===== src/rtl/traceback_ctrl.sv =====
// -----------------------------------------------------------------------------
// traceback_ctrl
// Survivor-memory traceback controller for a Viterbi decoder.
//
// Each survivor column from the ACS stage is written into a circular
// survivor memory. Once TB_DEPTH columns are held, every accepted column
// starts a full traceback. The traceback walks TB_DEPTH columns backwards,
// starting from the newest column and the best-metric state. It then reports
// the state reached at the oldest column.
//
// Optional feature: define TRACEBACK_CTRL_CNT_EN to add o_tb_cnt, a 16-bit
// saturating count of completed tracebacks.
//
// Ports
//   clk          sole clock, rising edge
//   rst          asynchronous active-low reset
//   en_m         global enable; 0 freezes every register
//   i_stg_vld    ACS stage offers a survivor column
//   o_stg_rdy    controller accepts a column this cycle (FILL only)
//   i_best_st    best-metric state accompanying the offered column
//   o_wr_en      survivor column write strobe
//   o_wr_addr    column address to write
//   o_rd_addr    column address to read during traceback
//   o_rd_st      state row to read within o_rd_addr
//   i_rd_prv_st  previous state returned by memory one cycle after a read
//   o_dec_st     decided state at the oldest column
//   o_dec_vld    one-cycle pulse qualifying o_dec_st
//   o_tb_cnt     (TRACEBACK_CTRL_CNT_EN only) completed traceback count
// -----------------------------------------------------------------------------
module traceback_ctrl #(
   parameter int TB_DEPTH = 16,
   parameter int ADDR_W   = 4,
   parameter int ST_W     = 8
) (
   input  logic              clk,
   input  logic              rst,
   input  logic              en_m,
   input  logic              i_stg_vld,
   output logic              o_stg_rdy,
   input  logic [ST_W-1:0]   i_best_st,
   output logic              o_wr_en,
   output logic [ADDR_W-1:0] o_wr_addr,
   output logic [ADDR_W-1:0] o_rd_addr,
   output logic [ST_W-1:0]   o_rd_st,
   input  logic [ST_W-1:0]   i_rd_prv_st,
   output logic [ST_W-1:0]   o_dec_st,
   output logic              o_dec_vld
`ifdef TRACEBACK_CTRL_CNT_EN
   ,
   output logic [15:0]       o_tb_cnt
`endif
);

   // Counters need one extra bit so they can hold TB_DEPTH itself.
   localparam int CNT_W = ADDR_W + 1;
   localparam logic [CNT_W-1:0] DEPTH_C     = CNT_W'(TB_DEPTH);
   localparam logic [CNT_W-1:0] LAST_STEP_C = CNT_W'(TB_DEPTH - 1);

   typedef enum logic [2:0] {
      ST_IDLE     = 3'd0,
      ST_FILL     = 3'd1,
      ST_TB_ISSUE = 3'd2,
      ST_TB_WAIT  = 3'd3,
      ST_EMIT     = 3'd4
   } state_t;

   state_t            state_r;
   state_t            state_s;
   logic [ADDR_W-1:0] wr_ptr_r;
   logic [ADDR_W-1:0] rd_ptr_r;
   logic [CNT_W-1:0]  fill_cnt_r;
   logic [CNT_W-1:0]  fill_next_s;
   logic [CNT_W-1:0]  step_cnt_r;
   logic [ST_W-1:0]   tb_st_r;
   logic [ST_W-1:0]   dec_st_r;
   logic              dec_vld_r;
   logic              accept_s;

   assign accept_s = en_m & i_stg_vld & (state_r == ST_FILL);

   // Saturating fill count after a possible accept this cycle.
   always_comb begin
      fill_next_s = fill_cnt_r;
      if (fill_cnt_r == DEPTH_C) begin
         fill_next_s = fill_cnt_r;
      end else begin
         fill_next_s = fill_cnt_r + CNT_W'(1);
      end
   end

   // FSM state register.
   always_ff @(posedge clk or negedge rst) begin
      if (!rst) begin
         state_r <= ST_IDLE;
      end else if (en_m) begin
         state_r <= state_s;
      end
   end

   // FSM next-state logic; a disabled cycle keeps the current state.
   always_comb begin
      state_s = state_r;
      if (en_m) begin
         case (state_r)
            ST_IDLE: begin
               state_s = ST_FILL;
            end
            ST_FILL: begin
               if (accept_s && (fill_next_s == DEPTH_C)) begin
                  state_s = ST_TB_ISSUE;
               end else begin
                  state_s = ST_FILL;
               end
            end
            ST_TB_ISSUE: begin
               state_s = ST_TB_WAIT;
            end
            ST_TB_WAIT: begin
               if (step_cnt_r == LAST_STEP_C) begin
                  state_s = ST_EMIT;
               end else begin
                  state_s = ST_TB_ISSUE;
               end
            end
            ST_EMIT: begin
               state_s = ST_FILL;
            end
            default: begin
               state_s = ST_IDLE;
            end
         endcase
      end else begin
         state_s = state_r;
      end
   end

   // Pointers, counters and traceback state; all frozen while en_m is low.
   always_ff @(posedge clk or negedge rst) begin
      if (!rst) begin
         wr_ptr_r   <= {ADDR_W{1'b0}};
         rd_ptr_r   <= {ADDR_W{1'b0}};
         fill_cnt_r <= {CNT_W{1'b0}};
         step_cnt_r <= {CNT_W{1'b0}};
         tb_st_r    <= {ST_W{1'b0}};
      end else if (en_m) begin
         case (state_r)
            ST_FILL: begin
               if (accept_s) begin
                  wr_ptr_r   <= wr_ptr_r + ADDR_W'(1);
                  fill_cnt_r <= fill_next_s;
                  tb_st_r    <= i_best_st;
                  // Traceback starts at the column written this cycle.
                  if (fill_next_s == DEPTH_C) begin
                     rd_ptr_r   <= wr_ptr_r;
                     step_cnt_r <= {CNT_W{1'b0}};
                  end
               end
            end
            ST_TB_WAIT: begin
               tb_st_r    <= i_rd_prv_st;
               rd_ptr_r   <= rd_ptr_r - ADDR_W'(1);
               step_cnt_r <= step_cnt_r + CNT_W'(1);
            end
            ST_EMIT: begin
               // One column of history slides out; the next accept refills it.
               fill_cnt_r <= LAST_STEP_C;
            end
            default: begin
               fill_cnt_r <= fill_cnt_r;
            end
         endcase
      end
   end

   // Registered decision output: the pulse appears the cycle after EMIT.
   always_ff @(posedge clk or negedge rst) begin
      if (!rst) begin
         dec_vld_r <= 1'b0;
         dec_st_r  <= {ST_W{1'b0}};
      end else if (en_m) begin
         dec_vld_r <= (state_r == ST_EMIT);
         if (state_r == ST_EMIT) begin
            dec_st_r <= tb_st_r;
         end
      end
   end

`ifdef TRACEBACK_CTRL_CNT_EN
   logic [15:0] tb_cnt_r;

   // Saturating count of completed tracebacks.
   always_ff @(posedge clk or negedge rst) begin
      if (!rst) begin
         tb_cnt_r <= 16'h0000;
      end else if (en_m && (state_r == ST_EMIT) && (tb_cnt_r != 16'hFFFF)) begin
         tb_cnt_r <= tb_cnt_r + 16'h0001;
      end
   end

   assign o_tb_cnt = tb_cnt_r;
`endif

   assign o_stg_rdy = (state_r == ST_FILL);
   assign o_wr_en   = accept_s;
   assign o_wr_addr = wr_ptr_r;
   // Read address/state track the traceback registers, so they hold when frozen.
   assign o_rd_addr = rd_ptr_r;
   assign o_rd_st   = tb_st_r;
   assign o_dec_st  = dec_st_r;
   assign o_dec_vld = dec_vld_r & en_m;

endmodule

===== config.mk =====
export PLATFORM = sky130hd
export DESIGN_NAME = traceback_ctrl
export DESIGN_NICKNAME = d
export VERILOG_FILES = /design/src/rtl/traceback_ctrl.sv
export SDC_FILE = /design/constraint.sdc
export NUM_CORES = 1
export LEC_CHECK = 0
export CAP_MARGIN = 20
export CORE_UTILIZATION = 44
export DETAILED_ROUTE_END_ITERATION = 16
export HOLD_SLACK_MARGIN = 0.06
export PLACE_DENSITY = 0.82
export SYNTH_ARGS = -nofsm -noshare
export SYNTH_HDL_FRONTEND = slang
export SYNTH_SLANG_ARGS = --single-unit

===== constraint.sdc =====
create_clock -name clk -period 2 [get_ports clk]
set_clock_uncertainty 0.05 [all_clocks]
set_input_delay 0.4 -clock clk [delete_from_list [all_inputs] [get_ports clk]]
set_output_delay 0.4 -clock clk [all_outputs]
set_load 0.01 [all_outputs]

### Yosys cells after proc, flatten, opt, wreduce, memory -nomap -nowiden

Index checks and enable logic that the tools add are counted.

* input port bits: 20
* output and inout bits: 27
* register bits: 38
* word-level logic and storage cells: 48

* mux-type cells: 14
* equality and inequality tests: 9
* bitwise gates (word level): 3
* reductions and logical operators: 10
* add/sub/neg operators: 4

Operators with widths (count)
* 5-bit 2-to-1 mux: 4
* 5-bit one-hot mux with 2 select lines: 2
* 8-bit one-hot mux with 2 select lines: 1
* 3-bit one-hot mux with 4 select lines: 1
* 5-bit by 1-bit adder with 5-bit output (second input constant): 2
* 5-bit equality test (second input constant): 2
* 3-bit AND reduction: 3
* 4-bit 2-to-1 mux: 2
* 8-bit 2-to-1 mux: 1
* 4-bit one-hot mux with 2 select lines: 1
* 3-bit by 2-bit equality test with 1-bit output (second input constant): 2
* 5-bit by 4-bit equality test with 1-bit output (second input constant): 1
* 4-bit by 1-bit adder with 4-bit output (second input constant): 1
* 2-bit by 1-bit inequality test with 1-bit output (second input constant): 2
* 4-bit AND reduction: 1
* 2-bit nonzero test: 2
* 4-bit by 1-bit subtractor with 4-bit output (second input constant): 1
* 1-bit bitwise AND: 3
* 3-bit by 1-bit equality test with 1-bit output (second input constant): 1
* 3-bit equality test (second input constant): 1
* 3-bit logical NOT: 1
* 3-bit 2-to-1 mux: 1
* 2-bit 2-to-1 mux: 1
* 2-bit AND reduction: 1
* 2 further kinds: 2

### Depth between registers and ports, before layout

* depth in word-level cells: 6
* mapped depth: 8
* mapped depth without buffers: 8

### Least setup slack after synthesis

Ideal clock, no wire load.

* path kind: flip-flop to flip-flop
* start: register fill_cnt_r[0]
* end: register rd_ptr_r[3] (netlist: o_rd_addr[3])
* data required time: 1.824 ns
* slack: 0.026 ns
* arrival: 1.798 ns
* path buffers: 0
* clock period less this slack: 1.974 ns
* stages on the path, launching flop included: 9
* path through: dfrtp_1 inv_1 ha_1 nand2b_4 a2111oi_4 a41o_2 a31o_4 nand2_2 a221o_1

* longest elaborated chain between the ends: 5
* elaborated cells on any way between the ends: 6
* classes of those cells: 1 x add/sub; 3 x eq/ne; 1 x mux; 1 x reduce/logical

RTL lines
* start, declared: RTL line 71 `logic [CNT_W-1:0] fill_cnt_r;`
* start signal, assigned: RTL line 142 `fill_cnt_r <= {CNT_W{1'b0}};`
* start signal, assigned: RTL line 150 `fill_cnt_r <= fill_next_s;`
* start signal, assigned: RTL line 169 `fill_cnt_r <= fill_cnt_r;`
* 5-bit by 1-bit adder with 5-bit output or 5-bit equality test (tied branches): RTL line 87, 84
* 5-bit 2-to-1 mux *: RTL line 84 `if (fill_cnt_r == DEPTH_C) begin`
* 5-bit equality test *: RTL line 153 `if (fill_next_s == DEPTH_C) begin`
* 2-bit by 1-bit inequality test with 1-bit output (no line) *
* 4-bit AND reduction (no line) *
* end signal, assigned: RTL line 141 `rd_ptr_r <= {ADDR_W{1'b0}};`
* end signal, assigned: RTL line 154 `rd_ptr_r <= wr_ptr_r;`
* end signal, assigned: RTL line 161 `rd_ptr_r <= rd_ptr_r - ADDR_W'(1);`
* end, declared: RTL line 70 `logic [ADDR_W-1:0] rd_ptr_r;`

Every way passes the cells marked *; elsewhere a longest branch is shown, timed or not.
A chain may end at the register's enable or synchronous reset.

### Worst setup path after layout

* start: register fill_cnt_r[1]
* end: register rd_ptr_r[3] (netlist: o_rd_addr[3])

The elaborated chain is that of the path after synthesis.

==> impl_metrics.csv <==
group,metric,value,unit
run_status,outcome,"finished, final reports clean",
yosys,synth_flop_cell,"dfrtp_1",
setup_path,r2r-start,"fill_cnt_r[1]$_DFFE_PN0P_",
route,antenna_left,0,
route,avgRoutedWirePerCell,14.0,um
floorplan,dieArea,4700,um^2
cts,path_clk_slew,0.07,ns
global_route,grt_pass1_wl,6960,um
pwr,intPower,0.00213,W
setup_path,cp-endpoint,"o_rd_addr[3]$_DFFE_PN0P_",
timing,setup_ws,0.0607,ns
floorplan,die_h,68.6,um
setup_path,cp.depth,8,
setup_path,crit_required,2.12,ns
yosys,netlist_area,1950,um^2
setup_path,critPathCaptureType,"flop",
cts,numCtsBuffers,5,
layout,finalNonFillerCells,298,
yosys,synth-adder-area-share,3.85,%
placed_design,io_buffers,46,
setup_path,arrival,2.06,ns
global_route,grt_usage,20.4,%
cts,hold_buffers,0,
yosys,synth_top_family_by_area,"simple AND/OR/NAND/NOR gates",
route,first_iter_violations,71,
floorplan,start_util,47.4,%
pwr,swShare,36.3,%
timing,fin_crit_sh,97.0,%
yosys,synth_compound_area_share,13.8,%
route,via_count,1537,
setup_path,r2r_end,"o_rd_addr[3]$_DFFE_PN0P_",
cts,clockBufferDepth,2,
global_route,antenna_found_initial,0,
yosys,ys.warnings.count,0,
timing,slew-limit-headroom,67.9,%
cts,cts_sinks,38,
setup_path,crit_buf_inv,1,
global_route,grt_pass1_vias,1556,
layout,syn2layout_area_growth,37.7,%
layout,final_cell_mix,"clkdlybuf4s50_1, dfrtp_1, nand2_1, buf_4, o21ai_0",
layout,drive_gt1_share,22.6,%
setup_path,critPathMaxFanout,6,
layout,diodes,0,
cts,root_buffer,"clkbuf_8",
pwr,switchingPower,0.00122,W
yosys,synth_xor_xnor_area_share,2.70,%
setup_path,startpoint_type,"flop",
pwr,p_comb_share,46.6,%
cts,h-tree-depth,2,
timing,final.min_clock_period,1.94,ns
route,via_per_inst,5.16,
yosys,synthCells,182,
route,drc,0,
yosys,synth_mux_area_share,10.9,%
timing,setup_tns,0,ns
floorplan,coreArea,4120,um^2
global_route,grt_max_degree,39,
yosys,syn_area_per_cell,10.7,um^2
yosys,synth_edf_count,0,
min_path,hold_path.class,"in -> async",
floorplan,die_x,68.6,um
pwr,p_leak,1.28,nW
timing,finalSetupViolCount,0,
layout,fin_nets,273,
placed_design,dp_hpwl,3120,um
timing,fmax,0.516,GHz
setup_path,rrSetupSlack,0.06,ns
floorplan,num_io_pins,47,
floorplan,num_rows,23,
yosys,synthArstFlopShare,100,%
yosys,syn_nets,208,
placed_design,pre_cts_ws,-0.376,ns
layout,final_common_cell,"clkdlybuf4s50_1",
yosys,synth_cell_types,42,
yosys,yosysSeqAreaShare,48.8,%
pwr,p_per_area,1250,nW/um^2
placed_design,dp_cells,290,
setup_path,cp_cell_sequence,"inv_2, ha_4, nand2b_4, a2111oi_4, a41o_2, a31o_4, nand2_2, a221o_1",
cts,clk_latency,0.29,ns
cts,cts_tree,"done",
job,cap_violations,0,
setup_path,critPathKind,"reg -> reg",
setup_path,path_delay_family,"compound AO/OA/AOI/OAI gates",
yosys,synth-simple-area-share,14.8,%
yosys,ys_ff_latch,38,
setup_path,reg2regPathDepth,8,
pwr,clockPowerShare,16.3,%
placed_design,gp_congestion,0.757,
timing,finalHoldViolCount,0,
timing,rsz0062_at_grt,"false",
route,drtPass1Iterations,4,
setup_path,cpPeakStageDelay,0.39,ns
timing,maxSlewViolCount,0,
setup_path,crit_slowest_cell,"dfrtp_1",
timing,tightest_slew,0.481,ns
route,routed_wl,4170,um
pwr,seqPwrFrac,37.1,%
global_route,grt-ovfl-total,0,
pwr,peakVddDrop,0.734,mV
setup_path,crit_start,"fill_cnt_r[1]$_DFFE_PN0P_",
[per-layer routing]
metal  vias to the layer above  GRT usage [%]  wire, um
met3                         9           3.62        79
met1                       742           24.7      1840
met4                         0           7.55        78
met5                         -              0         0
met2                        22           35.9      2180
li1                        764              -         -
[timing repair]
item                       in CTS  in global routing
setup endpoints to repair       4                  2
pin swaps                       2                  1
resized for setup              10                  3
setup buffers                   0                  0
[logic make-up after synthesis]
logic type | count (synthesis)
flip-flops | 38
AO/OA/AOI/OAI | 35
AND/OR/NAND/NOR | 55
XOR/XNOR | 6
multiplexers | 20
buffers and inverters | 22
adder cells (fa/ha/maj) | 6
[worst min path at each step]
stage	to	startpoint	slack, ns	cells after the start
6_report	o_dec_st[2]$_DFFE_PN0P_	rst	0.1	2
4_1_cts	fill_cnt_r[3]$_DFFE_PN0P_	rst	0.12	2
5_1_grt	fill_cnt_r[2]$_DFFE_PN0P_	rst	0.15	2
3_3_place_gp	dec_vld_r$_DFFE_PN0P_	dec_vld_r$_DFFE_PN0P_	0.41	1
3_5_place_dp	dec_vld_r$_DFFE_PN0P_	dec_vld_r$_DFFE_PN0P_	0.42	1
2_1_floorplan	dec_vld_r$_DFFE_PN0P_	rst	0.05	0
[cell usage after synthesis, drive strengths merged, types with 2 or more instances]
cell	instances	area share, %
a21o	3	1.2
ha	6	3.9
mux2	10	5.8
mux2i	10	5.1
dfrtp	38	49
nand4	2	0.64
nand2	23	4.6
nand2b	2	1.0
buf	7	2.2
inv	13	2.5
a21oi	3	0.77
nor2	6	1.5
a221o	2	1.0
o21ai	14	3.8
nor3	7	1.8
a22oi	2	0.77
xnor2	5	2.2
and3	3	1.0
a211oi	3	1.2
o22ai	2	0.64
clkbuf	2	0.39
nand3	6	1.5
[final cells by class]
class	instances	area (um^2)
clock buffer	7	86.3
clock inverter	1	5.00
fill	327	1430
inverter	13	48.8
multi-input combinational	122	926
sequential	38	951
tap	50	62.6
timing repair buffer	67	606
[stage by stage]
| stage | utilization, % | cell area, um^2 | power [W] | hold slack (ns) |
|---|---|---|---|---|
| after global placement | 62.5 | 2570 | 0.00271 | 0.407 |
| final | 65.2 | 2690 | 0.00335 | 0.0996 |
| after global routing | 65.2 | 2690 | 0.00358 | 0.148 |
| after detailed placement | 62.5 | 2570 | 0.00277 | 0.418 |
| after CTS | 65.0 | 2680 | 0.00333 | 0.117 |
| after floorplan | - | 1950 | 0.00210 | 0.0544 |
[worst register-to-register path: cells and delay by family, from the launching register on]
| kind | cells | cell delay, ns |
|---|---|---|
| adders and majority gates | 1 | 0.16 |
| DFF | 1 | 0.39 |
| buffers and inverters | 1 | 0.09 |
| and+or+nand+nor | 2 | 0.11 |
| AOI/OAI and AO/OA | 4 | 1.03 |
[registers in the layout, summed over array words and instances (netlist names)]
signal	flops
o_rd_addr	4
fill_cnt_r	5
dec_vld_r	1
o_dec_st	8
o_rd_st	8
state_r	3
step_cnt_r	5
o_wr_addr	4
[power groups by stage]
stage	sequential (W)	clock, W	combinational (W)
after floorplan	0.00126	0	0.000840
after global placement	0.00124	0	0.00147
after detailed placement	0.00125	0	0.00152
after CTS	0.00124	0.000545	0.00155
after global routing	0.00127	0.000588	0.00172
final	0.00124	0.000546	0.00156
(Power assumes the default switching activity.)
